===== src/rtl/delay_tester_pkg.sv =====
// Shared types and frame-layout constants for the delay-test frame generator.
// Byte offsets are 14 bits wide to match the frame byte counter.
package delay_tester_pkg;

  typedef enum logic [2:0] {
    ST_IDLE   = 3'd0,
    ST_HDR    = 3'd1,
    ST_SEQ    = 3'd2,
    ST_TSTAMP = 3'd3,
    ST_PAD    = 3'd4,
    ST_GAP    = 3'd5
  } state_e;

  localparam logic [13:0] HDR_LEN     = 14'd14;
  localparam logic [13:0] SEQ_OFF     = 14'd14;
  localparam logic [13:0] TS_OFF      = 14'd18;
  localparam logic [13:0] PAYLOAD_OFF = 14'd22;
  localparam logic [15:0] MIN_IFG     = 16'd12;

  localparam int FRAME_LEN_MIN = 60;
  localparam int FRAME_LEN_MAX = 9014;

  // Inter-frame gap never drops below the Ethernet minimum.
  function automatic logic [15:0] gap_len(input logic [15:0] ifg);
    return (ifg < MIN_IFG) ? MIN_IFG : ifg;
  endfunction

endpackage


===== src/rtl/frame_byte_mux.sv =====
// Combinational byte selector: header, sequence and timestamp fields for
// bytes 0..21, zero padding beyond.
module frame_byte_mux
  import delay_tester_pkg::*;
#(
  parameter logic [47:0] DST_MAC   = 48'hFFFFFFFFFFFF,
  parameter logic [47:0] SRC_MAC   = 48'h004E46324300,
  parameter logic [15:0] ETHERTYPE = 16'h88B5
) (
  input  logic [13:0] byte_idx_i,
  input  logic [31:0] seq_i,
  input  logic [31:0] tstamp_i,
  output logic [7:0]  data_o
);

  logic [175:0] hdr;
  logic [4:0]   slot;

  // Byte 0 sits in the top byte lane, so count lanes down from 21.
  assign hdr    = {DST_MAC, SRC_MAC, ETHERTYPE, seq_i, tstamp_i};
  assign slot   = 5'd21 - byte_idx_i[4:0];
  assign data_o = (byte_idx_i < PAYLOAD_OFF) ? hdr[{slot, 3'b000} +: 8] : 8'h00;

endmodule


===== src/rtl/delay_frame_gen.sv =====
// Bursts of fixed-length test frames carrying a sequence number and a
// transmit timestamp, paced by a configurable inter-frame gap.
module delay_frame_gen
  import delay_tester_pkg::*;
#(
  parameter logic [47:0] DST_MAC   = 48'hFFFFFFFFFFFF,
  parameter logic [47:0] SRC_MAC   = 48'h004E46324300,
  parameter logic [15:0] ETHERTYPE = 16'h88B5,
  parameter int          FRAME_LEN = 60
) (
  input  logic        tx_clk,
  input  logic        reset,
  input  logic        start,
  input  logic        stop,
  input  logic [15:0] frame_count,
  input  logic [15:0] ifg_cycles,
  output logic        conf_tx_en,
  output logic        conf_tx_jumbo_en,
  output logic        conf_tx_no_gen_crc,
  output logic [7:0]  mac_tx_data,
  output logic        mac_tx_dvld,
  input  logic        mac_tx_ack,
  output logic        busy,
  output logic [31:0] frames_sent,
  output logic        done
);

  generate
    if (FRAME_LEN < FRAME_LEN_MIN || FRAME_LEN > FRAME_LEN_MAX) begin : g_bad_len
      $error("delay_frame_gen: FRAME_LEN must be within 60..9014");
    end
  endgenerate

  localparam logic [13:0] LAST_IDX = 14'(FRAME_LEN - 1);
  localparam logic        JUMBO    = (FRAME_LEN > 1514);

  state_e      state_q, state_d;
  logic [13:0] byte_q, byte_d;
  logic [31:0] sent_q, sent_d;
  logic [31:0] ts_cnt_q;
  logic [31:0] ts_q, ts_d;
  logic [15:0] gap_q, gap_d;
  logic [15:0] gap_len_q, gap_len_d;
  logic [15:0] fc_q, fc_d;
  logic [15:0] burst_q, burst_d;
  logic        stop_pend_q, stop_pend_d;
  logic        done_q, done_d;
  logic        conf_en_q;
  logic        accept;
  logic [7:0]  mux_data;

  assign mac_tx_dvld = (state_q == ST_HDR) || (state_q == ST_SEQ) ||
                       (state_q == ST_TSTAMP) || (state_q == ST_PAD);
  assign accept      = mac_tx_dvld && mac_tx_ack;

  always_comb begin
    state_d     = state_q;
    byte_d      = byte_q;
    sent_d      = sent_q;
    ts_d        = ts_q;
    gap_d       = gap_q;
    gap_len_d   = gap_len_q;
    fc_d        = fc_q;
    burst_d     = burst_q;
    stop_pend_d = stop_pend_q;
    done_d      = 1'b0;
    if (state_q != ST_IDLE && stop) stop_pend_d = 1'b1;
    case (state_q)
      ST_IDLE: begin
        // A stop arriving together with start is held until the first frame ends.
        if (start) begin
          state_d     = ST_HDR;
          byte_d      = '0;
          burst_d     = '0;
          fc_d        = frame_count;
          gap_len_d   = gap_len(ifg_cycles);
          stop_pend_d = stop;
        end
      end
      ST_HDR, ST_SEQ, ST_TSTAMP, ST_PAD: begin
        if (accept) begin
          byte_d = byte_q + 14'd1;
          if (byte_q == 14'd0) ts_d = ts_cnt_q;
          if (byte_q == HDR_LEN - 14'd1) state_d = ST_SEQ;
          else if (byte_q == TS_OFF - 14'd1) state_d = ST_TSTAMP;
          else if (byte_q == PAYLOAD_OFF - 14'd1) state_d = ST_PAD;
          else if (byte_q == LAST_IDX) begin
            state_d = ST_GAP;
            gap_d   = '0;
            sent_d  = sent_q + 32'd1;
            burst_d = burst_q + 16'd1;
          end
        end
      end
      ST_GAP: begin
        if (gap_q == gap_len_q - 16'd1) begin
          if ((fc_q != 16'd0 && burst_q == fc_q) || stop_pend_q) begin
            state_d     = ST_IDLE;
            done_d      = 1'b1;
            stop_pend_d = 1'b0;
          end else begin
            state_d = ST_HDR;
            byte_d  = '0;
          end
        end else begin
          gap_d = gap_q + 16'd1;
        end
      end
      default: state_d = ST_IDLE;
    endcase
  end

  always_ff @(posedge tx_clk) begin
    if (reset) begin
      state_q     <= ST_IDLE;
      byte_q      <= '0;
      sent_q      <= '0;
      ts_cnt_q    <= '0;
      ts_q        <= '0;
      gap_q       <= '0;
      gap_len_q   <= MIN_IFG;
      fc_q        <= '0;
      burst_q     <= '0;
      stop_pend_q <= 1'b0;
      done_q      <= 1'b0;
      conf_en_q   <= 1'b0;
    end else begin
      state_q     <= state_d;
      byte_q      <= byte_d;
      sent_q      <= sent_d;
      ts_cnt_q    <= ts_cnt_q + 32'd1;
      ts_q        <= ts_d;
      gap_q       <= gap_d;
      gap_len_q   <= gap_len_d;
      fc_q        <= fc_d;
      burst_q     <= burst_d;
      stop_pend_q <= stop_pend_d;
      done_q      <= done_d;
      conf_en_q   <= 1'b1;
    end
  end

  // Sequence number of the frame on the wire equals frames completed so far.
  frame_byte_mux #(
    .DST_MAC   (DST_MAC),
    .SRC_MAC   (SRC_MAC),
    .ETHERTYPE (ETHERTYPE)
  ) u_mux (
    .byte_idx_i (byte_q),
    .seq_i      (sent_q),
    .tstamp_i   (ts_q),
    .data_o     (mux_data)
  );

  assign mac_tx_data        = mac_tx_dvld ? mux_data : 8'h00;
  assign busy               = (state_q != ST_IDLE);
  assign done               = done_q;
  assign frames_sent        = sent_q;
  assign conf_tx_en         = conf_en_q;
  assign conf_tx_jumbo_en   = conf_en_q & JUMBO;
  assign conf_tx_no_gen_crc = 1'b0;

endmodule


===== config.mk =====
export PLATFORM = sky130hd
export DESIGN_NAME = delay_frame_gen
export DESIGN_NICKNAME = d
export VERILOG_FILES = /design/src/rtl/delay_tester_pkg.sv /design/src/rtl/frame_byte_mux.sv /design/src/rtl/delay_frame_gen.sv
export SDC_FILE = /design/constraint.sdc
export NUM_CORES = 1
export LEC_CHECK = 0
export BUFFER_PORTS_ARGS = -buffer_cell sky130_fd_sc_hd__buf_2
export CORE_MARGIN = 2
export CORE_UTILIZATION = 55
export CTS_CLUSTER_SIZE = 10
export DETAILED_ROUTE_END_ITERATION = 8
export PLACE_DENSITY = 0.8
export SYNTH_ARGS = -nofsm -noshare
export SYNTH_HDL_FRONTEND = slang
export SYNTH_SLANG_ARGS = --single-unit

===== constraint.sdc =====
create_clock -name tx_clk -period 4.45 [get_ports tx_clk]
set_input_delay 0.6675 -clock tx_clk [delete_from_list [all_inputs] [get_ports tx_clk]]
set_output_delay 0.6675 -clock tx_clk [all_outputs]
set_load 0.01 [all_outputs]

-- Yosys cells after proc, flatten, opt, wreduce, memory -nomap -nowiden
Index checks and enable logic that the tools add are counted.
- bits in registers: 180
- output and inout port bits: 46
- input port bits: 37
- word-level logic and storage cells: 109
- eq/ne operators: 21
- order comparisons: 2
- reduce and logical (&&, ||, !) cells: 23
- bitwise operators: 5
- mux-type cells: 38
- add/subtract/negate cells: 7
- shift-type cells: 1
- operators with widths (kind ; number):
    16-bit two-way mux ; 13
    176-bit by 9-bit variable part select with 8-bit output ; 1
    32-bit by 1-bit adder with 32-bit output (second input constant) ; 2
    16-bit case mux with 2 select lines ; 2
    14-bit two-way mux ; 4
    14-bit case mux with 3 select lines ; 1
    16-bit by 1-bit adder with 16-bit output (second input constant) ; 2
    16-bit equality test ; 2
    14-bit by 5-bit equality test with 1-bit output (second input constant) ; 2
    3-bit two-way mux ; 7
    2-bit inequality test (second input constant) ; 9
    16-bit by 4-bit < comparator with 1-bit output (second input constant) ; 1
    8-bit two-way mux ; 2
    16-bit nonzero test ; 1
    16-bit by 1-bit subtractor with 16-bit output (second input constant) ; 1
    14-bit by 1-bit adder with 14-bit output (second input constant) ; 1
    14-bit by 4-bit equality test with 1-bit output (second input constant) ; 1
    14-bit by 6-bit equality test with 1-bit output (second input constant) ; 1
    14-bit zero test ; 1
    14-bit by 5-bit < comparator with 1-bit output (second input constant) ; 1
    7-bit AND reduction ; 2
    3-bit case mux with 3 select lines ; 1
    1-bit two-way mux ; 7
    3-bit by 2-bit equality test with 1-bit output (second input constant) ; 2
    18 further kinds ; 30

-- Longest topological paths before layout
- depth in word-level cells: 7
- gate-level depth with buffers: 15
- mapped depth without buffers: 11

-- By module
Synthesis repeated with hierarchy kept, for this count alone.
- cells, all modules: 1146
- area, all modules: 9357.7 sq um
- by module, submodules not included (module ; seq. area each (sq um) ; area each (sq um) ; cells each ; instances):
    delay_frame_gen ; 3603.5 ; 8379.3 ; 1036 ; 1
    frame_byte_mux ; 0.0 ; 978.4 ; 110 ; 1

-- Worst setup path after synthesis
Ideal clock, no wire load.
- path type: register -> output
- start point: reg byte_q[1]
- end point: out mac_tx_data[5]
- stages on the path, launching flop included: 9
- data required time: 3.783 ns
- path slack: 1.150 ns
- buffers on the path: 3
- arrival time: 2.633 ns
- cells stage by stage: dfxtp_1 > clkbuf_1 > buf_1 > inv_1 > ha_1 > clkbuf_1 > mux2_2 > o21ai_0 > a21oi_1
- word-level cells in the longest chain between the ends: 4
- elaborated cells on any way between the ends: 5
- those cells by class: 1 x add/sub; 1 x order compare; 1 x shift; 2 x mux
- ends and longest elaborated chain (element ; RTL line ; RTL):
    from (decl) ; delay_frame_gen.sv:38 ; logic [13:0] byte_q, byte_d;
    from (signal assigned) ; delay_frame_gen.sv:129 ; byte_q <= byte_d;
    5-bit subtractor ; frame_byte_mux.sv:21 ; assign slot = 5'd21 - byte_idx_i[4:0];
    176-bit by 9-bit variable part select with 8-bit output ; frame_byte_mux.sv:22 ; assign data_o = (byte_idx_i < PAYLOAD_OFF) ? hdr[{slot, 3'b000} +: 8] : 8'h00;
    8-bit two-way mux * ; frame_byte_mux.sv:22 ;
    8-bit two-way mux * ; delay_frame_gen.sv:155 ; assign mac_tx_data = mac_tx_dvld ? mux_data : 8'h00;
    to (decl) ; delay_frame_gen.sv:20 ; output logic [7:0] mac_tx_data,
Mark *: on every way between the ends. The rest lies on a longest branch, timed or not.

-- Final worst setup path
- start point: reg byte_q[1]
- end point: out mac_tx_data[3]
Same word-level chain as after synthesis.

==> results_dict.tcl <==
set metrics [dict create \
    yosys_most_used_dff "dfxtp_1" \
    finalClockSkew_ps 11.8 \
    grt_pass1_vias 7509 \
    crit_chain "buf_4, ha_1, xnor2_1, mux4_2, nand2_1, a21oi_1, buf_2" \
    cp-start-kind "register" \
    area_growth_pct 11.8 \
    die_area_sq_um 17600 \
    worstPathRequired_ps 3780 \
    h-tree-depth 4 \
    cts_buffer_depth 2 \
    avgSynthCellArea_sq_um 8.17 \
    p_total_mw 3.99 \
    synth_top_area_share_pct 39.6 \
    rsz0062_at_grt "no" \
    cts_resized 0 \
    diodes 0 \
    synth-edff-count 0 \
    slew_violations 0 \
    relSlewSlack_pct 21.8 \
    syn-cell-area_sq_um 9100 \
    leakage_nw 3.63 \
    end_kind "output port" \
    post-route-util_pct 62.2 \
    fillers 1433 \
    mostFrequentLayoutCell "nand2_1" \
    post_drt_wl_per_cell_um 15.9 \
    final_cells 1391 \
    r2r_start "gap_len_q[0]" \
    arrival_ps 3000 \
    ir_drop_uv 307 \
    period_needed_ps 3670 \
    final-hold-violation-count 0 \
    synth_area_leader_cell "dfxtp_1" \
    grt.total_usage_pct 25.4 \
    antenna_found_initial 0 \
    hp-class "register to register" \
    async_flop_share_pct 0 \
    num_rows 47 \
    dr.pass1.iters 5 \
    drtIter0Drc 635 \
    multiInputGateArea_sq_um 5180 \
    critPathSlowestCell "xnor2_1" \
    ys_types 73 \
    clockRootBuffer "clkbuf_16" \
    cp-startpoint "byte_q[1]" \
    initial_core_util_pct 55.6 \
    grt_start_max_net_pins 78 \
    setup_viol 0 \
    layout_worst_path_cycle_share_pct 82.5 \
    ioPinCount 83 \
    finish.net_count 1208 \
    clk_latency_ps 440 \
    timing.final.ws_setup_ps 779 \
    grt_pass1_wl_um 36900 \
    tightest_slew_ps 1170 \
    ff_latch_area_sq_um 3600 \
    drc 0 \
    powerDensity_nw_per_um2 392 \
    status "finished, final reports clean" \
    vias 8065 \
    cts_tree "yes" \
    hold_slack_ps 455 \
    drv_cap 0 \
    dp_cells 1359 \
    numCtsBuffers 17 \
    post_dp_cell_area_sq_um 9580 \
    finalSetupTns_ps 0 \
    worstHoldStart "ts_q[2]" \
    via_per_inst 5.80 \
    cts.sinks 180 \
    cts_hold_buf 0 \
    ant_nets 0 \
    core_sq_um 16300 \
    cp_slowest_stage_delay_ps 770 \
    wl_um 22100 \
    synth_cells 1113 \
    final_area_sq_um 10200 \
    placement.io_buffers 80 \
    grt_overflow_total 0 \
    synth_seq_area_share_pct 39.6 \
    dp_hpwl_um 15300 \
    cts_setup_buffers 0 \
    path_class "register to output port" \
    pre_cts_ws_ps 1060 \
    layout_common_cells "196 x nand2_1, 180 x dfxtp_1, 110 x a21oi_1, 109 x nor2_1, 79 x buf_2" \
    synth.area.top_cells "dfxtp_1 40%, nand2_1 8.1%, a21oi_1 6.1%" \
    die_height_um 133 \
    ys.warnings.count 0 \
    ys_ff_latch 180 \
    path_clk_slew_ps 70 \
    gp_congestion 0.881 \
    cp_max_fo 22 \
    die_w_um 133 \
    fmax_ghz 0.272 \
    drive_above_1_share_pct 12.9 \
]
[cell type report]
type                    count  share of cell area [%]
clock buffers              22                    4.37
clock inverters            10                    1.45
inverters                  21                   0.775
multi-input cells         852                    50.9
flip-flops and latches    180                    35.4
well taps                 220                    2.71
repair buffers             86                    4.40
[sequential cells by signal (all words and copies together) (netlist names), 14 cells and up]
signal	flops
frames_sent	32
ts_cnt_q	32
ts_q	32
burst_q	16
fc_q	16
gap_len_q	16
gap_q	16
byte_q	14
[layer usage]
| layer | track usage (%) | vias to the layer above | share of wire [%] |
|---|---|---|---|
| met2 | 41.9 | 244 | 47 |
| met4 | 7.65 | 0 | 1.9 |
| met5 | 0 | - | 0 |
| met1 | 33.7 | 3803 | 45 |
| li1 | - | 3981 | - |
| met3 | 5.06 | 37 | 6.0 |
[cells in the mapped netlist, types with 20 or more instances]
cell type  count
clkbuf_1      48
a21oi_1      110
nand3_1       41
xor2_1        52
nor3_1        20
xnor2_1       56
o21ai_0       31
nor2_1       109
nand4_1       28
or3_1         21
and3_1        26
dfxtp_1      180
nand2_1      196
[worst max-delay path: cells and delay by family, from the launching register on]
kind,cells,cell delay [ps]
XOR/XNOR,1,770
multiplexers,1,610
buffers and inverters,2,420
flip-flops,1,310
adder cells (fa/ha/maj),1,280
AND/OR/NAND/NOR,1,100
AO/OA/AOI/OAI,1,80
[worst paths after layout]
path               endpoint  slack (ps)  cells past startpoint
max          mac_tx_data[3]         780                      7
min                 ts_q[2]         450                      2
max reg2reg       gap_q[11]        1030                     10
min reg2reg         ts_q[2]         450                      2
[kinds of logic (layout without fill, tap and decap cells)]
group	Yosys count	in the layout	share of synthesized area, %
and+or+nand+nor	495	495	25.6
AOI/OAI and AO/OA	206	206	13.4
DFF	180	180	39.6
xor gates and xnor gates	108	108	10.4
buffers and inverters	82	139	3.53
muxes	27	27	5.50
adders and majority gates	14	14	1.90
other	1	2	0.0412
[where the power goes]
| part | leakage (nW) | switching, mW | internal (mW) |
|---|---|---|---|
| logic | 1.90 | 0.482 | 0.242 |
| registers | 1.46 | 0.0708 | 1.66 |
| clock network | 0.276 | 0.640 | 0.889 |
| total | 3.63 | 1.19 | 2.79 |
No activity file was read; power rests on OpenSTA's default activity.
